`src/rtl/decoder_port_arbiter_if.sv`:
```
//------------------------------------------------------------------------------
// decoder_port_arbiter_if : request/flit/decoder bundle for decoder_port_arbiter
// Rev 1.0 : initial release
//------------------------------------------------------------------------------
`default_nettype none

interface decoder_port_arbiter_if #(
   parameter int NUM_PORTS  = 4,
   parameter int FLIT_WIDTH = 16
);
   localparam int GW = $clog2(NUM_PORTS);

   logic [NUM_PORTS-1:0]              req_valid;
   logic [NUM_PORTS*6*FLIT_WIDTH-1:0] req_flits;
   logic [NUM_PORTS-1:0]              req_ack;
   logic                              req_err;
   logic                              dec_en;
   logic [FLIT_WIDTH-1:0]             dec_head_flit;
   logic [FLIT_WIDTH-1:0]             dec_body_flit_1;
   logic [FLIT_WIDTH-1:0]             dec_body_flit_2;
   logic [FLIT_WIDTH-1:0]             dec_body_flit_3;
   logic [FLIT_WIDTH-1:0]             dec_body_flit_4;
   logic [FLIT_WIDTH-1:0]             dec_tail_flit;
   logic                              dec_done;
   logic [GW-1:0]                     grant_id;
   logic                              busy;

   // master: the arbiter itself; slave: requesters plus decoder environment
   modport master (
      input  req_valid, req_flits, dec_done,
      output req_ack, req_err, dec_en, grant_id, busy,
      output dec_head_flit, dec_body_flit_1, dec_body_flit_2,
      output dec_body_flit_3, dec_body_flit_4, dec_tail_flit
   );

   modport slave (
      output req_valid, req_flits, dec_done,
      input  req_ack, req_err, dec_en, grant_id, busy,
      input  dec_head_flit, dec_body_flit_1, dec_body_flit_2,
      input  dec_body_flit_3, dec_body_flit_4, dec_tail_flit
   );
endinterface

`default_nettype wire

```
`src/rtl/decoder_port_arbiter.sv`:
```
//------------------------------------------------------------------------------
// decoder_port_arbiter : round-robin sharing of one packet decoder among ports
// Rev 1.0 : initial release
//------------------------------------------------------------------------------
`default_nettype none

module decoder_port_arbiter #(
   parameter int NUM_PORTS      = 4,
   parameter int FLIT_WIDTH     = 16,
   parameter int TIMEOUT_CYCLES = 15
) (
   input  logic                   clk,
   input  logic                   rst,
   decoder_port_arbiter_if.master bus
);
   localparam int GW = $clog2(NUM_PORTS);
   localparam int CW = $clog2(TIMEOUT_CYCLES + 1);
   localparam int PW = 6 * FLIT_WIDTH;

   typedef enum logic [1:0] {
      S_IDLE    = 2'd0,
      S_LAUNCH  = 2'd1,
      S_WAIT    = 2'd2,
      S_RELEASE = 2'd3
   } state_t;

   state_t                state_q;
   logic [GW-1:0]         ptr_q;
   logic [GW-1:0]         grant_q;
   logic [CW-1:0]         cnt_q;
   logic [NUM_PORTS-1:0]  ack_q;
   logic                  err_q;
   logic                  en_q;
   logic                  busy_q;
   logic [PW-1:0]         flits_q;

   logic                  found_d;
   logic [GW-1:0]         win_d;
   logic [GW-1:0]         cand_d;
   logic [GW-1:0]         ptr_d;
   int                    idx_d;

   // Search upward from ptr_q with wrap; first requesting port wins.
   always_comb begin
      found_d = 1'b0;
      win_d   = '0;
      cand_d  = '0;
      idx_d   = 0;
      for (int i = 0; i < NUM_PORTS; i++) begin
         idx_d = int'(ptr_q) + i;
         if (idx_d >= NUM_PORTS) begin
            idx_d = idx_d - NUM_PORTS;
         end
         cand_d = GW'(idx_d);
         if (!found_d && bus.req_valid[cand_d]) begin
            found_d = 1'b1;
            win_d   = cand_d;
         end
      end
      ptr_d = (win_d == GW'(NUM_PORTS - 1)) ? '0 : win_d + 1'b1;
   end

   always_ff @(posedge clk or posedge rst) begin
      if (rst) begin
         state_q <= S_IDLE;
         ptr_q   <= '0;
         grant_q <= '0;
         cnt_q   <= '0;
         ack_q   <= '0;
         err_q   <= 1'b0;
         en_q    <= 1'b0;
         busy_q  <= 1'b0;
         flits_q <= '0;
      end else begin
         en_q  <= 1'b0;
         ack_q <= '0;
         err_q <= 1'b0;
         case (state_q)
            S_IDLE: begin
               // A decoder still driving its previous result blocks any grant.
               if (found_d && !bus.dec_done) begin
                  grant_q <= win_d;
                  flits_q <= bus.req_flits[win_d*PW +: PW];
                  ptr_q   <= ptr_d;
                  en_q    <= 1'b1;
                  busy_q  <= 1'b1;
                  state_q <= S_LAUNCH;
               end
            end
            S_LAUNCH: begin
               cnt_q   <= '0;
               state_q <= S_WAIT;
            end
            S_WAIT: begin
               if (bus.dec_done) begin
                  ack_q[grant_q] <= 1'b1;
                  state_q        <= S_RELEASE;
               end else if (cnt_q == CW'(TIMEOUT_CYCLES - 1)) begin
                  ack_q[grant_q] <= 1'b1;
                  err_q          <= 1'b1;
                  state_q        <= S_RELEASE;
               end else if (cnt_q != '1) begin
                  cnt_q <= cnt_q + 1'b1;
               end
            end
            S_RELEASE: begin
               if (!bus.dec_done) begin
                  busy_q  <= 1'b0;
                  state_q <= S_IDLE;
               end
            end
            default: state_q <= S_IDLE;
         endcase
      end
   end

   assign bus.req_ack         = ack_q;
   assign bus.req_err         = err_q;
   assign bus.dec_en          = en_q;
   assign bus.grant_id        = grant_q;
   assign bus.busy            = busy_q;
   assign bus.dec_head_flit   = flits_q[0*FLIT_WIDTH +: FLIT_WIDTH];
   assign bus.dec_body_flit_1 = flits_q[1*FLIT_WIDTH +: FLIT_WIDTH];
   assign bus.dec_body_flit_2 = flits_q[2*FLIT_WIDTH +: FLIT_WIDTH];
   assign bus.dec_body_flit_3 = flits_q[3*FLIT_WIDTH +: FLIT_WIDTH];
   assign bus.dec_body_flit_4 = flits_q[4*FLIT_WIDTH +: FLIT_WIDTH];
   assign bus.dec_tail_flit   = flits_q[5*FLIT_WIDTH +: FLIT_WIDTH];

endmodule

`default_nettype wire

```
`src/flat_wrapper.sv`:
```
// flat-port wrapper written by rule: the top's interface ports become plain ports
module decoder_port_arbiter_flat 
#(
   parameter int NUM_PORTS      = 4,
   parameter int FLIT_WIDTH     = 16,
   parameter int TIMEOUT_CYCLES = 15
)
  (clk, rst, bus_req_valid, bus_req_flits, bus_dec_done, bus_req_ack, bus_req_err, bus_dec_en, bus_grant_id, bus_busy, bus_dec_head_flit, bus_dec_body_flit_1, bus_dec_body_flit_2, bus_dec_body_flit_3, bus_dec_body_flit_4, bus_dec_tail_flit);
  decoder_port_arbiter_if #(.NUM_PORTS(NUM_PORTS), .FLIT_WIDTH(FLIT_WIDTH)) bus_i ();
  input  logic clk;
  input  logic rst;
  input wire logic [$bits(bus_i.req_valid)-1:0] bus_req_valid;
  input wire logic [$bits(bus_i.req_flits)-1:0] bus_req_flits;
  input wire logic [$bits(bus_i.dec_done)-1:0] bus_dec_done;
  output wire logic [$bits(bus_i.req_ack)-1:0] bus_req_ack;
  output wire logic [$bits(bus_i.req_err)-1:0] bus_req_err;
  output wire logic [$bits(bus_i.dec_en)-1:0] bus_dec_en;
  output wire logic [$bits(bus_i.grant_id)-1:0] bus_grant_id;
  output wire logic [$bits(bus_i.busy)-1:0] bus_busy;
  output wire logic [$bits(bus_i.dec_head_flit)-1:0] bus_dec_head_flit;
  output wire logic [$bits(bus_i.dec_body_flit_1)-1:0] bus_dec_body_flit_1;
  output wire logic [$bits(bus_i.dec_body_flit_2)-1:0] bus_dec_body_flit_2;
  output wire logic [$bits(bus_i.dec_body_flit_3)-1:0] bus_dec_body_flit_3;
  output wire logic [$bits(bus_i.dec_body_flit_4)-1:0] bus_dec_body_flit_4;
  output wire logic [$bits(bus_i.dec_tail_flit)-1:0] bus_dec_tail_flit;
  assign bus_i.req_valid = bus_req_valid;
  assign bus_i.req_flits = bus_req_flits;
  assign bus_i.dec_done = bus_dec_done;
  assign bus_req_ack = bus_i.req_ack;
  assign bus_req_err = bus_i.req_err;
  assign bus_dec_en = bus_i.dec_en;
  assign bus_grant_id = bus_i.grant_id;
  assign bus_busy = bus_i.busy;
  assign bus_dec_head_flit = bus_i.dec_head_flit;
  assign bus_dec_body_flit_1 = bus_i.dec_body_flit_1;
  assign bus_dec_body_flit_2 = bus_i.dec_body_flit_2;
  assign bus_dec_body_flit_3 = bus_i.dec_body_flit_3;
  assign bus_dec_body_flit_4 = bus_i.dec_body_flit_4;
  assign bus_dec_tail_flit = bus_i.dec_tail_flit;
  decoder_port_arbiter #(.NUM_PORTS(NUM_PORTS), .FLIT_WIDTH(FLIT_WIDTH), .TIMEOUT_CYCLES(TIMEOUT_CYCLES)) u_core (.clk(clk), .rst(rst), .bus(bus_i));
endmodule
```
`config.mk`:
```
export PLATFORM = sky130hd
export DESIGN_NAME = decoder_port_arbiter_flat
export DESIGN_NICKNAME = d
export VERILOG_FILES = /design/src/rtl/decoder_port_arbiter_if.sv /design/src/rtl/decoder_port_arbiter.sv /design/src/flat_wrapper.sv
export SDC_FILE = /design/constraint.sdc
export NUM_CORES = 1
export LEC_CHECK = 0
export BUFFER_PORTS_ARGS = -buffer_cell sky130_fd_sc_hd__buf_4
export CAP_MARGIN = 20
export CORE_AREA = 10 10 186 188
export CTS_BUF_LIST = sky130_fd_sc_hd__clkbuf_16
export CTS_CLUSTER_DIAMETER = 30
export CTS_CLUSTER_SIZE = 30
export DETAILED_ROUTE_END_ITERATION = 7
export DIE_AREA = 0 0 196 198
export PLACE_DENSITY_LB_ADDON = 0.25
export RECOVER_POWER = 25
export SETUP_SLACK_MARGIN = 0.3
export SKIP_CTS_REPAIR_TIMING = 1
export SLEW_MARGIN = 5
export SYNTH_ARGS = -nofsm -noshare
export SYNTH_HDL_FRONTEND = slang
export SYNTH_SLANG_ARGS = --single-unit
```
`constraint.sdc`:
```
create_clock -name clk -period 3.6 [get_ports clk]
set_clock_uncertainty 0.05 [all_clocks]
set_input_delay 0.72 -clock clk [delete_from_list [all_inputs] [get_ports clk]]
set_output_delay 0.72 -clock clk [all_outputs]
set_load 0.1 [all_outputs]
```
==> results of run 1 <==
==> sequential cells by signal, indices dropped and copies added, names as in the netlist <==
signal	count
u_core.flits_q	96
u_core.bus.req_ack	4
u_core.cnt_q	4
u_core.bus.grant_id	2
u_core.ptr_q	2
u_core.state_q	2
u_core.bus.busy	1
u_core.bus.dec_en	1
u_core.bus.req_err	1
==> power breakdown <==
group          switching (mW)  total, mW  internal [mW]
clock                   0.639       1.71           1.07
combinational            5.64       7.67           2.03
sequential              0.364       2.20           1.84
total                    6.64       11.6           4.94
==> final cells by class <==
type                            instances  share of cell area
Timing Repair Buffer                  512               0.335
Multi-Input combinational cell        455               0.327
Sequential cell                       113               0.242
Tap cell                              402              0.0431
Clock buffer                           17              0.0364
Clock inverter                         15              0.0130
Inverter                                9             0.00322
==> stage by stage <==
stage                     total power [mW]  utilization  area [um2]  cells
after floorplan                       8.24            -        7190    631
after global placement                9.93        0.358       11100   1491
after detailed placement              9.97        0.358       11100   1491
after CTS                             11.7        0.376       11700   1523
after global routing                  12.2        0.376       11700   1523
final                                 11.6        0.376       11700   1523
==> worst max-delay path: stages (launching register included) <==
cell and delay, ns:
dfrtp_1 0.47, nand2b_1 0.23, a21o_1 0.26, nand2_8 0.45, buf_4 0.43, mux2i_1 0.25
o221ai_1 0.14
==> logic make-up after synthesis <==
family                     Yosys count
DFF                                113
AOI/OAI and AO/OA                  118
adders and majority gates            7
xor gates and xnor gates             3
buffers and inverters               63
muxes                              195
and+or+nand+nor                    132
==> metal layers <==
metal / routed length, um / GRT usage / share of wire / vias up
li1: - / - / - / 3347
met1: 13400 / 0.189 / 0.41 / 3371
met2: 16300 / 0.273 / 0.50 / 330
met3: 2830 / 0.0609 / 0.086 / 17
met4: 306 / 0.0365 / 0.0093 / 0
met5: 0 / 0 / 0 / -
==> layout by cell type, fill, tap and decap left out, types with 2 or more instances in the layout <==
cell type   instances
buf_4             505
mux2i_1           193
dfrtp_1           113
nand2_1           106
o221ai_1           65
o221ai_2           30
clkbuf_16          17
inv_1               9
a21oi_1             9
nor2_1              9
ha_1                7
buf_12              5
clkinv_2            4
o21ai_0             3
nand2b_1            3
clkinv_1            3
clkinvlp_4          3
bufinv_16           3
nand3_1             2
nor3_1              2
a21boi_0            2
xor2_1              2
o22ai_1             2
nand2_4             2
clkbuf_4            2
==> worst max path at each step <==
stage,start,to,depth (start not counted)
floorplan,rst,u_core.bus.busy$_DFFE_PP0P_,1
global placement,bus_req_valid[0],u_core.flits_q[74]$_DFFE_PP0P_,7
detailed placement,bus_req_valid[0],u_core.flits_q[89]$_DFFE_PP0P_,7
CTS,u_core.ptr_q[1]$_DFFE_PP0P_,u_core.flits_q[85]$_DFFE_PP0P_,6
global route,u_core.ptr_q[1]$_DFFE_PP0P_,u_core.flits_q[85]$_DFFE_PP0P_,6
finish,u_core.ptr_q[1]$_DFFE_PP0P_,u_core.flits_q[85]$_DFFE_PP0P_,6
==> results.toml, run 1 <==
[outcome]
status = "finished with violations"
violations = "max-capacitance violations, max-slew violations"

[critical_path]
worstSetupPathType = "reg -> reg"
crit_arrival_ns = 2.67
r2r_start = "u_core.ptr_q[1]$_DFFE_PP0P_"
r2r.worst_path.cells = 6
r2r_slack_ns = 1.15
end_kind = "flop"
cp-start-kind = "flop"
path_max_fanout = 54
critPathRequiredTime_ns = 3.82
r2r-end = "u_core.flits_q[85]$_DFFE_PP0P_"

[timing]
relSlewSlack = -0.143
hold_slack_ns = 0.432
rsz0062_at_grt = "false"
setup-violations-final = 0
drv_slew = 114
layout_min_cycle_time_ns = 2.45
worst_slew_pin_slew_ns = 1.71
fin_crit_sh = 0.681
finalSetupTns_ns = 0
max_freq_mhz = 408
setup_ws_ns = 1.15
hold_viol = 0

[yosys]
ys_seq_area_frac = 0.393
synth.distinct_cells = 42
synthFlopType = "dfrtp_1"
synthArstFlopShare = 1.00
synth_xor_area_frac = 0.00366
synth_common_cells = "mux2i_1, dfrtp_1, nand2_1"
synth_cells = 631
synth_fa_ha_area_frac = 0.0122
netlist_area_mm2 = 0.00719
synthesis.nets = 1029
synth_top_family_by_area = "multiplexers"
yosys.area_share.simple = 0.0759
synthTopCellsByArea = "dfrtp_1, mux2i_1, o221ai_1"
synth-edff-count = 0
yosysMostFrequentCell = "mux2i_1"
yosysTopAreaCellShare = 0.393
avgSynthCellArea_um2 = 11.4
muxShareOfSynthArea = 0.272
synth_top_cell_by_area = "dfrtp_1"
synth_compound_area_frac = 0.165
ys_warn_count = 0
synth.ff_latch_count = 113

[layout]
nFillCells = 3154
drive_gt1_frac = 0.517
nets = 1506
num_antenna_cells = 0
regArea_mm2 = 0.00283
multiInputGateArea_mm2 = 0.00382
area_growth_pct = 62.4

[placed_design]
hpwl_um = 25500
place_congestion = 0.829
portBuffers = 495
dp_slack_ns = 0.873

[die]
die_h_um = 198
start_util = 0.231
core_area_mm2 = 0.0311
pin_count = 496
rows = 65
fp.dieW_um = 196
die-area_mm2 = 0.0388

[hold_path]
whs_endpoint = "u_core.flits_q[23]$_DFFE_PP0P_"
hold_depth = 2
hold_path.class = "reg -> reg"
hp-start = "u_core.flits_q[23]$_DFFE_PP0P_"

[routing]
drc = 0
dr_total_vias = 7065
drtAntennaViolNets = 0
viasPerCell = 4.64
postRouteWirelength_um = 32900
drt_iter0_drc = 258
routedWlPerCell_um = 21.6
drt_first_pass_iters = 4

[run]
maxCapViolations = 1

[global_route]
antenna_found_initial = 0
grt_max_degree = 114
gr-total-overflow = 0
grt_pass1_vias = 7783
grt_pass1_wl_um = 48600
grt_use_total = 0.161

[clock_tree]
h-tree-depth = 4
numClockSinks = 113
clockBufferDepth = 2
clk_pin_slew_ns = 0.06
cts_buffers = 17
clock_latency_ns = 0.41
cts_root_buf = "clkbuf_16"
tritoncts = "done"

[pwr]
leakage_nw = 6.07
peakVddDrop_mv = 0.431
power_density_mw_per_mm2 = 992
(Power assumes the default switching activity.)
==> run 2, diff against run 1 <==
--- a/config.mk
+++ b/config.mk
@@ -7,12 +7,12 @@
 export LEC_CHECK = 0
 export BUFFER_PORTS_ARGS = -buffer_cell sky130_fd_sc_hd__buf_4
 export CAP_MARGIN = 20
-export CORE_AREA = 10 10 186 188
+export CORE_AREA = 10 10 182 184
 export CTS_BUF_LIST = sky130_fd_sc_hd__clkbuf_16
 export CTS_CLUSTER_DIAMETER = 30
 export CTS_CLUSTER_SIZE = 30
 export DETAILED_ROUTE_END_ITERATION = 7
-export DIE_AREA = 0 0 196 198
+export DIE_AREA = 0 0 192 194
 export PLACE_DENSITY_LB_ADDON = 0.25
 export RECOVER_POWER = 25
 export SETUP_SLACK_MARGIN = 0.3
==> constraint.sdc (replaced) <==
create_clock -name clk -period 2.4 [get_ports clk]
set_clock_uncertainty 0.05 [all_clocks]
set_input_delay 0.48 -clock clk [delete_from_list [all_inputs] [get_ports clk]]
set_output_delay 0.48 -clock clk [all_outputs]
set_load 0.1 [all_outputs]
==> results.toml, run 2 (synthesis gave the netlist of run 1 again) <==
[layout]
utilization = 0.409
largest_register_ffs = 96
area_growth_pct = 67.2
final_cell_mix = "buf_4, mux2i_1, dfrtp_1"
nets = 1544
largest-register = "u_core.flits_q"
regArea_mm2 = 0.00283
drive_gt1_frac = 0.544
nFillCells = 2922
multiInputGateArea_mm2 = 0.00386
final_common_cell = "buf_4"

[routing]
routedWlPerCell_um = 21.8
dr_total_vias = 7125
drt_iter0_drc = 291
drc = 0
drt_first_pass_iters = 4
viasPerCell = 4.60
drtAntennaViolNets = 0
postRouteWirelength_um = 33700

[timing]
rsz0062_at_grt = "false"
worst_slew_pin_slew_ns = 1.68
setup-violations-final = 0
hold_viol = 0
fin_crit_sh = 0.852
setup_ws_ns = 0.355
max_freq_mhz = 489
drv_slew = 114
layout_min_cycle_time_ns = 2.04
finalSetupTns_ns = 0
relSlewSlack = -0.119

[clock_tree]
h-tree-depth = 4
clock_latency_ns = 0.40
clockBufferDepth = 2
tritoncts = "done"
numClockSinks = 113
cts_buffers = 17
clk_pin_slew_ns = 0.06
cts_root_buf = "clkbuf_16"

[outcome]
violations = "max-capacitance violations, max-slew violations"
status = "finished with violations"

[critical_path]
r2r_start = "u_core.ptr_q[1]$_DFFE_PP0P_"
r2r_slack_ns = 0.36
r2r.worst_path.cells = 7
path_buf_inv = 2
critPathSlowestCell = "dfrtp_2"
slowest_delay_ns = 0.45
r2r-end = "u_core.flits_q[1]$_DFFE_PP0P_"
crit_arrival_ns = 2.25
critPathRequiredTime_ns = 2.61
path_cells = "nand2b_1, a21o_1, nand2_8, buf_16, buf_6, mux2i_2, o221ai_1"
worstSetupPathType = "reg -> reg"
path_max_fanout = 18
end_kind = "flop"
path_delay_family = "flip-flops"
cp-start-kind = "flop"

[hold_path]
whs_endpoint = "u_core.flits_q[43]$_DFFE_PP0P_"
hold_depth = 3
hp-start = "bus_req_flits[139]"
hold_path.class = "in -> reg"

[pwr]
power.total_mw = 17.5
peakVddDrop_mv = 0.867
power_density_mw_per_mm2 = 1460
leakage_nw = 6.25

[placed_design]
place_congestion = 0.868
dp_slack_ns = 0.188
portBuffers = 495
hpwl_um = 26800

[die]
core_area_mm2 = 0.0294
rows = 63
start_util = 0.244
die-area_mm2 = 0.0372
die_h_um = 194
fp.dieW_um = 192
pin_count = 496

[global_route]
grt_pass1_wl_um = 49700
gr-total-overflow = 0
antenna_found_initial = 1
grt_use_total = 0.172
grt_pass1_vias = 7925
grt_max_degree = 114

[run]
maxCapViolations = 1
-- run 2: stage by stage --
stage	cell area (um2)	std cells	hold WS (ns)
final	12000	1550	0.341
after global routing	12000	1550	0.325
after CTS	11800	1532	0.234
after detailed placement	11300	1500	0.425
after global placement	11300	1500	0.420
after floorplan	7190	631	0.477
-- run 2: power breakdown --
group          switching, mW  internal, mW  total [mW]
Sequential             0.538          2.76        3.30
Combinational           8.55          3.44        12.0
Clock                  0.948          1.29        2.24
-- run 2: area by class of cell --
class / count / area share
antenna: 1 / 0.000208
clock buffer: 17 / 0.0354
clock inverter: 15 / 0.00677
inverter: 9 / 0.00312
multi-input combinational: 455 / 0.321
sequential: 113 / 0.235
tap: 390 / 0.0406
timing repair buffer: 550 / 0.358
-- run 2: per-layer routing --
metal / vias up / GRT usage / share of wire
met1: 3362 / 0.197 / 0.39
met5: - / 0 / 0
met2: 327 / 0.296 / 0.50
met3: 19 / 0.0655 / 0.097
met4: 0 / 0.0398 / 0.013
li1: 3417 / - / -
-- run 2: worst max-delay path by stage --
stage	start	to	slack, ns	cells after the start
3_3_place_gp	bus_req_valid[0]	u_core.flits_q[1]$_DFFE_PP0P_	0.20	8
6_report	u_core.ptr_q[1]$_DFFE_PP0P_	u_core.flits_q[1]$_DFFE_PP0P_	0.36	7
4_1_cts	u_core.ptr_q[1]$_DFFE_PP0P_	u_core.flits_q[1]$_DFFE_PP0P_	0.16	7
3_5_place_dp	u_core.ptr_q[1]$_DFFE_PP0P_	u_core.flits_q[1]$_DFFE_PP0P_	0.19	7
2_1_floorplan	rst	u_core.bus.busy$_DFFE_PP0P_	0.50	1
5_1_grt	rst	u_core.ptr_q[1]$_DFFE_PP0P_	0.19	3
-- run 2: worst register-to-register path, cell delays in order, from the launching register on --
cell      delay (ns)
dfrtp_2         0.45
nand2b_1        0.19
a21o_1          0.23
nand2_8         0.17
buf_16          0.20
buf_6           0.19
mux2i_2         0.27
o221ai_1        0.16
